[src/rtl/sb_dma_master_pkg.sv]
// Shared bus constants and DMA state encodings for the sb m1 DMA master.
package sb_dma_master_pkg;

   // Byte-select field of the system bus
   localparam int          BYTE_SEL_W   = 4;
   localparam logic [3:0]  SL_WORD      = 4'b1111;
   localparam logic [3:0]  SL_NONE      = 4'b0000;
   localparam logic        UNSIGNED     = 1'b1;
   localparam logic [31:0] ZERO32       = 32'h0000_0000;
   localparam logic        READ_ENABLE  = 1'b1;
   localparam logic        WRITE_ENABLE = 1'b1;

   // DMA engine states (2-bit)
   typedef enum logic [1:0] {
      DMA_IDLE = 2'd0,
      DMA_RD   = 2'd1,
      DMA_WR   = 2'd2,
      DMA_DONE = 2'd3
   } dma_state_e;

endpackage

[src/rtl/sb_dma_master.sv]
// Word-copy DMA engine on the sb m1 master port. Reads one word from src,
// writes it to dst, repeats len times. m0 (core) has bus priority, so every
// beat waits for m1_grant.
// Optional: define SB_DMA_FILL_EN to add a fill mode that writes a constant
// word to every dst location without reading.
module sb_dma_master
   import sb_dma_master_pkg::*;
#(
   parameter int LEN_W     = 16,
   parameter int ADDR_STEP = 4
) (
   input  logic                  clk,
   input  logic                  rst,
   input  logic                  start,
   input  logic                  abort,
   input  logic [31:0]           src_addr,
   input  logic [31:0]           dst_addr,
   input  logic [LEN_W-1:0]      len,
`ifdef SB_DMA_FILL_EN
   input  logic                  fill_mode,
   input  logic [31:0]           fill_data,
`endif
   input  logic                  m1_grant,
   input  logic [31:0]           m1_rdata,
   output logic                  m1_un_sign_o,
   output logic [BYTE_SEL_W-1:0] m1_byte_mask_o,
   output logic                  m1_re_o,
   output logic                  m1_we_o,
   output logic [31:0]           m1_addr_o,
   output logic [31:0]           m1_wdata_o,
   output logic                  busy_o,
   output logic                  done_o,
   output logic                  aborted_o,
   output logic [LEN_W-1:0]      words_done_o
);

   localparam logic [31:0]      STEP = 32'(ADDR_STEP);
   localparam logic [LEN_W-1:0] ONE  = LEN_W'(1);

   dma_state_e       state_q, state_d;
   logic [31:0]      src_q, src_d;
   logic [31:0]      dst_q, dst_d;
   logic [31:0]      buf_q, buf_d;
   logic [LEN_W-1:0] len_q, len_d;
   logic [LEN_W-1:0] cnt_q, cnt_d;
   logic             aborted_q, aborted_d;
   logic [LEN_W-1:0] cnt_inc;
   logic             last_word;

   // fill_start: fill requested at start; fill_act: current transfer is a fill
   logic             fill_start;
   logic             fill_act;
   logic [31:0]      fill_word;

`ifdef SB_DMA_FILL_EN
   logic             fill_q, fill_d;
   assign fill_start = fill_mode;
   assign fill_act   = fill_q;
   assign fill_word  = fill_data;
`else
   assign fill_start = 1'b0;
   assign fill_act   = 1'b0;
   assign fill_word  = ZERO32;
`endif

   assign cnt_inc   = cnt_q + ONE;
   assign last_word = (cnt_inc == len_q);

   // State and datapath registers; reset clears everything so a reset mid-beat
   // drops the bus request on the very next edge.
   always_ff @(posedge clk) begin
      if (rst) begin
         state_q   <= DMA_IDLE;
         src_q     <= ZERO32;
         dst_q     <= ZERO32;
         buf_q     <= ZERO32;
         len_q     <= '0;
         cnt_q     <= '0;
         aborted_q <= 1'b0;
`ifdef SB_DMA_FILL_EN
         fill_q    <= 1'b0;
`endif
      end else begin
         state_q   <= state_d;
         src_q     <= src_d;
         dst_q     <= dst_d;
         buf_q     <= buf_d;
         len_q     <= len_d;
         cnt_q     <= cnt_d;
         aborted_q <= aborted_d;
`ifdef SB_DMA_FILL_EN
         fill_q    <= fill_d;
`endif
      end
   end

   // Next-state and datapath update
   always_comb begin
      state_d   = state_q;
      src_d     = src_q;
      dst_d     = dst_q;
      buf_d     = buf_q;
      len_d     = len_q;
      cnt_d     = cnt_q;
      aborted_d = aborted_q;
`ifdef SB_DMA_FILL_EN
      fill_d    = fill_q;
`endif
      case (state_q)
         DMA_IDLE: begin
            if (start) begin
               // Any accepted start begins a fresh transfer record
               cnt_d     = '0;
               aborted_d = 1'b0;
               if (len == '0) begin
                  state_d = DMA_DONE;
               end else begin
                  src_d = src_addr;
                  dst_d = dst_addr;
                  len_d = len;
`ifdef SB_DMA_FILL_EN
                  fill_d = fill_mode;
`endif
                  if (fill_start) begin
                     buf_d   = fill_word;
                     state_d = DMA_WR;
                  end else begin
                     state_d = DMA_RD;
                  end
               end
            end
         end
         DMA_RD: begin
            // Abort wins over a grant: the pending word is never written
            if (abort) begin
               aborted_d = 1'b1;
               state_d   = DMA_DONE;
            end else if (m1_grant) begin
               buf_d   = m1_rdata;
               state_d = DMA_WR;
            end
         end
         DMA_WR: begin
            if (m1_grant) begin
               dst_d = dst_q + STEP;
               if (!fill_act) src_d = src_q + STEP;
               cnt_d = cnt_inc;
               if (abort) aborted_d = 1'b1;
               if (last_word || abort) state_d = DMA_DONE;
               else if (fill_act)      state_d = DMA_WR;
               else                    state_d = DMA_RD;
            end else if (abort) begin
               aborted_d = 1'b1;
               state_d   = DMA_DONE;
            end
         end
         DMA_DONE: begin
            state_d = DMA_IDLE;
         end
         default: state_d = DMA_IDLE;
      endcase
   end

   // Bus and status outputs are a pure function of state, so a stalled beat
   // holds every output stable until granted.
   always_comb begin
      m1_un_sign_o   = UNSIGNED;
      m1_byte_mask_o = SL_NONE;
      m1_re_o        = 1'b0;
      m1_we_o        = 1'b0;
      m1_addr_o      = ZERO32;
      m1_wdata_o     = ZERO32;
      busy_o         = 1'b0;
      done_o         = 1'b0;
      case (state_q)
         DMA_RD: begin
            m1_re_o        = READ_ENABLE;
            m1_byte_mask_o = SL_WORD;
            m1_addr_o      = src_q;
            busy_o         = 1'b1;
         end
         DMA_WR: begin
            m1_we_o        = WRITE_ENABLE;
            m1_byte_mask_o = SL_WORD;
            m1_addr_o      = dst_q;
            m1_wdata_o     = buf_q;
            busy_o         = 1'b1;
         end
         DMA_DONE: begin
            busy_o = 1'b1;
            done_o = 1'b1;
         end
         default: ;
      endcase
   end

   assign aborted_o    = aborted_q;
   assign words_done_o = cnt_q;

endmodule

[config.mk]
export PLATFORM = sky130hd
export DESIGN_NAME = sb_dma_master
export DESIGN_NICKNAME = d
export VERILOG_FILES = /design/src/rtl/sb_dma_master_pkg.sv /design/src/rtl/sb_dma_master.sv
export SDC_FILE = /design/constraint.sdc
export NUM_CORES = 1
export LEC_CHECK = 0
export CORE_MARGIN = 3
export CORE_UTILIZATION = 50
export DETAILED_ROUTE_END_ITERATION = 6
export HOLD_SLACK_MARGIN = 0.1
export PLACE_DENSITY = 0.89
export SLEW_MARGIN = 10
export SYNTH_ARGS = -nofsm -noshare
export SYNTH_HDL_FRONTEND = slang
export SYNTH_SLANG_ARGS = --single-unit
[constraint.sdc]
create_clock -name clk -period 3.17 [get_ports clk]
set_clock_uncertainty 0.2 [all_clocks]
set_input_delay 0.634 -clock clk [delete_from_list [all_inputs] [get_ports clk]]
set_output_delay 0.634 -clock clk [all_outputs]
set_load 0.02 [all_outputs]
# == Yosys cells after proc, flatten, opt, wreduce, memory -nomap -nowiden ==
# Cells that the tools add are included.
# totals
regBits,131
input_bits,117
output_inout_bits,90
word_cells,64
# classes
add_sub_neg,3
n_eq_ne,10
mux,29
n_bitwise,2
reduce_logical,13
# ops
operator,n
$mux 32,7
$pmux 32 s2,3
$add 32x3->32 const B,2
$mux 16,2
$pmux 16 s2,1
$add 16x1->16 const B,1
$eq 16x16->1,1
$logic_not 16->1,1
$reduce_and 3->1,5
$mux 2,7
$pmux 2 s4,1
$mux 1,6
$ne 2x2->1 const B,3
$ne 3x3->1 const B,2
$eq 2x2->1 const B,2
$mux 4,1
$reduce_and 4->1,1
$reduce_bool 2->1,2
$reduce_or 3->1,1
$eq 2x1->1 const B,1
$logic_not 2->1,1
$ne 2x1->1 const B,1
$not 1->1,2
$pmux 1 s2,1
2 further kinds,2

# == Longest topological paths before layout ==
# depth
depth_word,6
depth_mapped,11
depth_no_buf,8

# == Worst setup path before layout ==
# Ideal clock, no wire load.
# synth_timing
kind,register -> output
from,register state_q[0]
to,output port m1_addr_o[0]
arrival_time_ns,1.931
required_time_ns,2.336
setup_slack_ns,0.405
stages_incl_launch_ff,8
n_path_buf,3
cell_sequence,dfxtp_1 > inv_1 > ha_1 > buf_2 > clkbuf_1 > buf_1 > a22oi_1 > nor2b_1
# synth_via
elab_chain_len,2
elab_cells_between_ends,3
cone_classes,eq/ne (2); mux (1)
# synth_rtl
item,line_no,source
start: declaration,sb_dma_master.sv:40,"dma_state_e state_q, state_d;"
start signal: assignment,sb_dma_master.sv:84,state_q <= state_d;
$eq 2x2->1 / $eq 2x1->1 (equally long branches),sb_dma_master.sv:175,case (state_q)
$pmux 32 s2 *,sb_dma_master.sv:175,
end: declaration,sb_dma_master.sv:29,"output logic [31:0] m1_addr_o,"
# Every way passes the cells marked *; elsewhere a longest branch is shown, timed or not.

# == Worst setup path in the final report ==
# layout_timing
from,register state_q[1]
to,output port m1_addr_o[15]
# The elaborated chain is that of the path after synthesis.

==> impl_metrics.sql <==
INSERT INTO impl_metrics (metric_group, metric, value, unit) VALUES
('outcome', 'outcome', 'finished clean', ''),
('yosys', 'netlist_instances', '1048', ''),
('final_layout', 'layout-drive-gt1-share', '0.0641', ''),
('floorplan', 'initial_core_util', '0.511', ''),
('drt', 'ant_nets', '0', ''),
('yosys', 'synth.cell_area', '0.00780', 'mm^2'),
('placement', 'io_buffers', '205', ''),
('final_layout', 'seq_area', '0.00262', 'mm^2'),
('yosys', 'synth.yosys.seq_area_share', '0.336', ''),
('sta', 'final.period_utilization', '0.970', ''),
('sta', 'tightestPinTransition', '1.09', 'ns'),
('sta', 'setup_viol', '0', ''),
('drt', 'total_wire_length_after_detailed_routing', '24.8', 'mm'),
('yosys', 'async_flop_share', '0', ''),
('yosys', 'ys.warnings.count', '0', ''),
('placement', 'hpwl', '16.7', 'mm'),
('clock_tree', 'tritoncts', 'done', ''),
('power', 'vdd_ir_drop_max', '352', 'uV'),
('clock_tree', 'clock_tree.htree_level_count', '4', ''),
('final_layout', 'layout.nets', '1331', ''),
('final_layout', 'multi_input_comb_area', '0.00474', 'mm^2'),
('power', 'leakage', '4.21', 'nW'),
('yosys', 'yosys_register_bits', '131', ''),
('drt', 'detail_route.wl_per_cell', '17.4', 'um'),
('final_layout', 'antenna_cells', '0', ''),
('grt', 'globalRouteOverflowTotal', '0', ''),
('yosys', 'yosys.area.top_type', 'dfxtp_1', ''),
('floorplan', 'fp.dieW', '131', 'um'),
('drt', 'via_cell_ratio', '5.98', ''),
('setup_path', 'required', '2.34', 'ns'),
('sta', 'rsz0062_at_grt', 'false', ''),
('drt', 'detail_route.iter0.violations', '1098', ''),
('floorplan', 'num_io_pins', '207', ''),
('grt', 'grt_start_max_net_pins', '134', ''),
('sta', 'final.setup.tns', '0', 'ns'),
('clock_tree', 'cts_buffers', '17', ''),
('power', 'power.density_cell_area', '539', 'mW/mm^2'),
('yosys', 'dominant_cell_by_count_in_the_synthesized_netlist', 'nand2_1', ''),
('setup_path', 'cp.arrival', '2.24', 'ns'),
('yosys', 'synthTopCellsByArea', 'dfxtp_1 34%, a21oi_1 6.6%, nand2_1 6.4%', ''),
('placement', 'gp_congestion', '0.894', ''),
('floorplan', 'core', '0.0153', 'mm^2'),
('setup_path', 'path_buf_inv', '3', ''),
('final_layout', 'area.growth.synth_to_final', '36.6', '%'),
('yosys', 'synth_common_cells', '132 x nand2_1, 131 x dfxtp_1, 103 x a21oi_1', ''),
('setup_path', 'worstSetupEndpointType', 'output port', ''),
('final_layout', 'layout.core_utilization', '0.698', ''),
('grt', 'track_usage', '0.278', ''),
('clock_tree', 'clock_tree.root_cell', 'clkbuf_16', ''),
('final_layout', 'filler_cell_count', '1223', ''),
('floorplan', 'placementRows', '45', ''),
('sta', 'slew_violations', '0', ''),
('yosys', 'synth_top_area_frac', '0.336', ''),
('grt', 'grt_pass1_vias', '7774', ''),
('clock_tree', 'clock_sinks', '131', ''),
('yosys', 'synth_edf_count', '0', ''),
('grt', 'grt_pass1_wl', '38.4', 'mm'),
('setup_path', 'max_stage_delay', '0.61', 'ns'),
('job', 'maxCapViolCount', '0', ''),
('floorplan', 'die_outline_area', '0.0171', 'mm^2'),
('yosys', 'synth.lib_cells_used.distinct', '65', ''),
('yosys', 'mean_cell_area_of_the_mapped_netlist', '7.45', 'um^2'),
('setup_path', 'critical_path.top_delay_family', 'buffers and inverters', ''),
('sta', 'finalHoldViolCount', '0', ''),
('setup_path', 'cp_cell_sequence', 'inv_1 -> ha_1 -> buf_12 -> nor2b_1 -> clkdlybuf4s50_1', ''),
('grt', 'antenna_found_initial', '1', ''),
('drt', 'remaining_design_rule_violation_count', '0', ''),
('hold_path', 'hold_path.class', 'reg2reg', ''),
('clock_tree', 'worst_skew_pair_later_pin_latency', '0.43', 'ns'),
('yosys', 'syn-num-nets', '1173', ''),
('clock_tree', 'cts_buffer_depth', '2', ''),
('setup_path', 'critical_path.max_fanout', '30', ''),
('setup_path', 'critPathSlowestCell', 'clkdlybuf4s50_1', ''),
('sta', 'min_period', '3.08', 'ns'),
('yosys', 'synth-main-ff-cell', 'dfxtp_1', ''),
('drt', 'num_vias', '8540', ''),
('sta', 'max_slew_headroom', '0.273', ''),
('drt', 'drt-pass1-iter-count', '5', ''),
('clock_tree', 'cts_hold_buf', '0', ''),
('setup_path', 'setup.worst_path.start_class', 'register', ''),
('setup_path', 'worst_setup_path_class', 'reg2out', ''),
('clock_tree', 'cts.reportedPaths.clkPinSlew', '0.06', 'ns'),
('floorplan', 'chipHeight', '131', 'um'),
('sta', 'max_freq', '0.325', 'GHz');
kinds of logic after synthesis:
kind of cell               synth area share
AOI/OAI and AO/OA                     0.250
xor gates and xnor gates             0.0225
adders and majority gates            0.0128
buffers and inverters                0.0579
DFF                                   0.336
muxes                                0.0311
other                              0.000481
and+or+nand+nor                       0.290
where the power goes:
| part | switching (W) | internal, W |
|---|---|---|
| registers | 0.000272 | 0.00188 |
| logic | 0.000914 | 0.000765 |
| clock network | 0.000711 | 0.00120 |
| total | 0.00190 | 0.00384 |
layout by cell type (no fill, tap or decap), types with 22 or more instances in the layout:
cell type / instances
a211oi_1: 29
a21oi_1: 103
a22oi_1: 42
and2_1: 36
clkdlybuf4s50_1: 172
dfxtp_1: 130
dlymetal6s2s_1: 24
mux2i_1: 22
nand2_1: 132
nand3_1: 41
nor2_1: 85
nor2b_1: 43
nor3_1: 24
o21ai_0: 62
through the flow:
step | total power [W] | area [um^2] | setup WS [ns] | hold WS [ns] | cells
floorplan | 0.00320 | 7800 | 0.405 | 0.232 | 1048
global placement | 0.00376 | 10000 | 0.0372 | 0.237 | 1394
detailed placement | 0.00382 | 10000 | -0.0514 | 0.243 | 1394
CTS | 0.00572 | 10600 | 0.00135 | 0.250 | 1427
global route | 0.00601 | 10700 | 0.0226 | 0.263 | 1427
finish | 0.00574 | 10700 | 0.0945 | 0.248 | 1427
final timing paths:
check,cells after the start,end,from,slack [ns]
worst max-delay path,5,m1_addr_o[15],state_q[1]$_SDFFE_PP0P_,0.09
worst min-delay path,2,buf_q[7]$_SDFFE_PP0P_,buf_q[7]$_SDFFE_PP0P_,0.25
worst max register to register,7,src_q[0]$_SDFFE_PP0P_,state_q[1]$_SDFFE_PP0P_,0.39
worst min register to register,2,buf_q[7]$_SDFFE_PP0P_,buf_q[7]$_SDFFE_PP0P_,0.25
sequential cells by signal (all words and copies together), names as in the netlist:
name / count
aborted_o: 1
buf_q: 32
len_q: 16
dst_q: 32
state_q: 2
words_done_o: 16
src_q: 32
what timing repair did:
item                                    4_1_cts  5_1_grt
endpoints found under the setup margin       37       32
gates cloned                                  0        0
resized for setup                            10       26
setup buffers                                 4        0
pin swaps                                     1        1
worst min-delay path, stage by stage, from the launching register on:
cell and delay, ns:
dfxtp_1 0.30, nand2_1 0.05, a21oi_1 0.05
final cells by class:
type | instances | area share
clock inverter | 6 | 0.00752
inverter | 13 | 0.00458
timing repair buffer | 233 | 0.227
sequential | 131 | 0.246
clock buffer | 23 | 0.0449
tap | 211 | 0.0248
multi-input combinational | 810 | 0.445
layer usage:
layer	up-vias	track usage	wire [um]
li1	4063	-	-
met1	3939	0.354	9680
met2	485	0.454	11900
met3	51	0.0833	2680
met4	2	0.0901	547
met5	-	0	20
(Power assumes the default switching activity.)
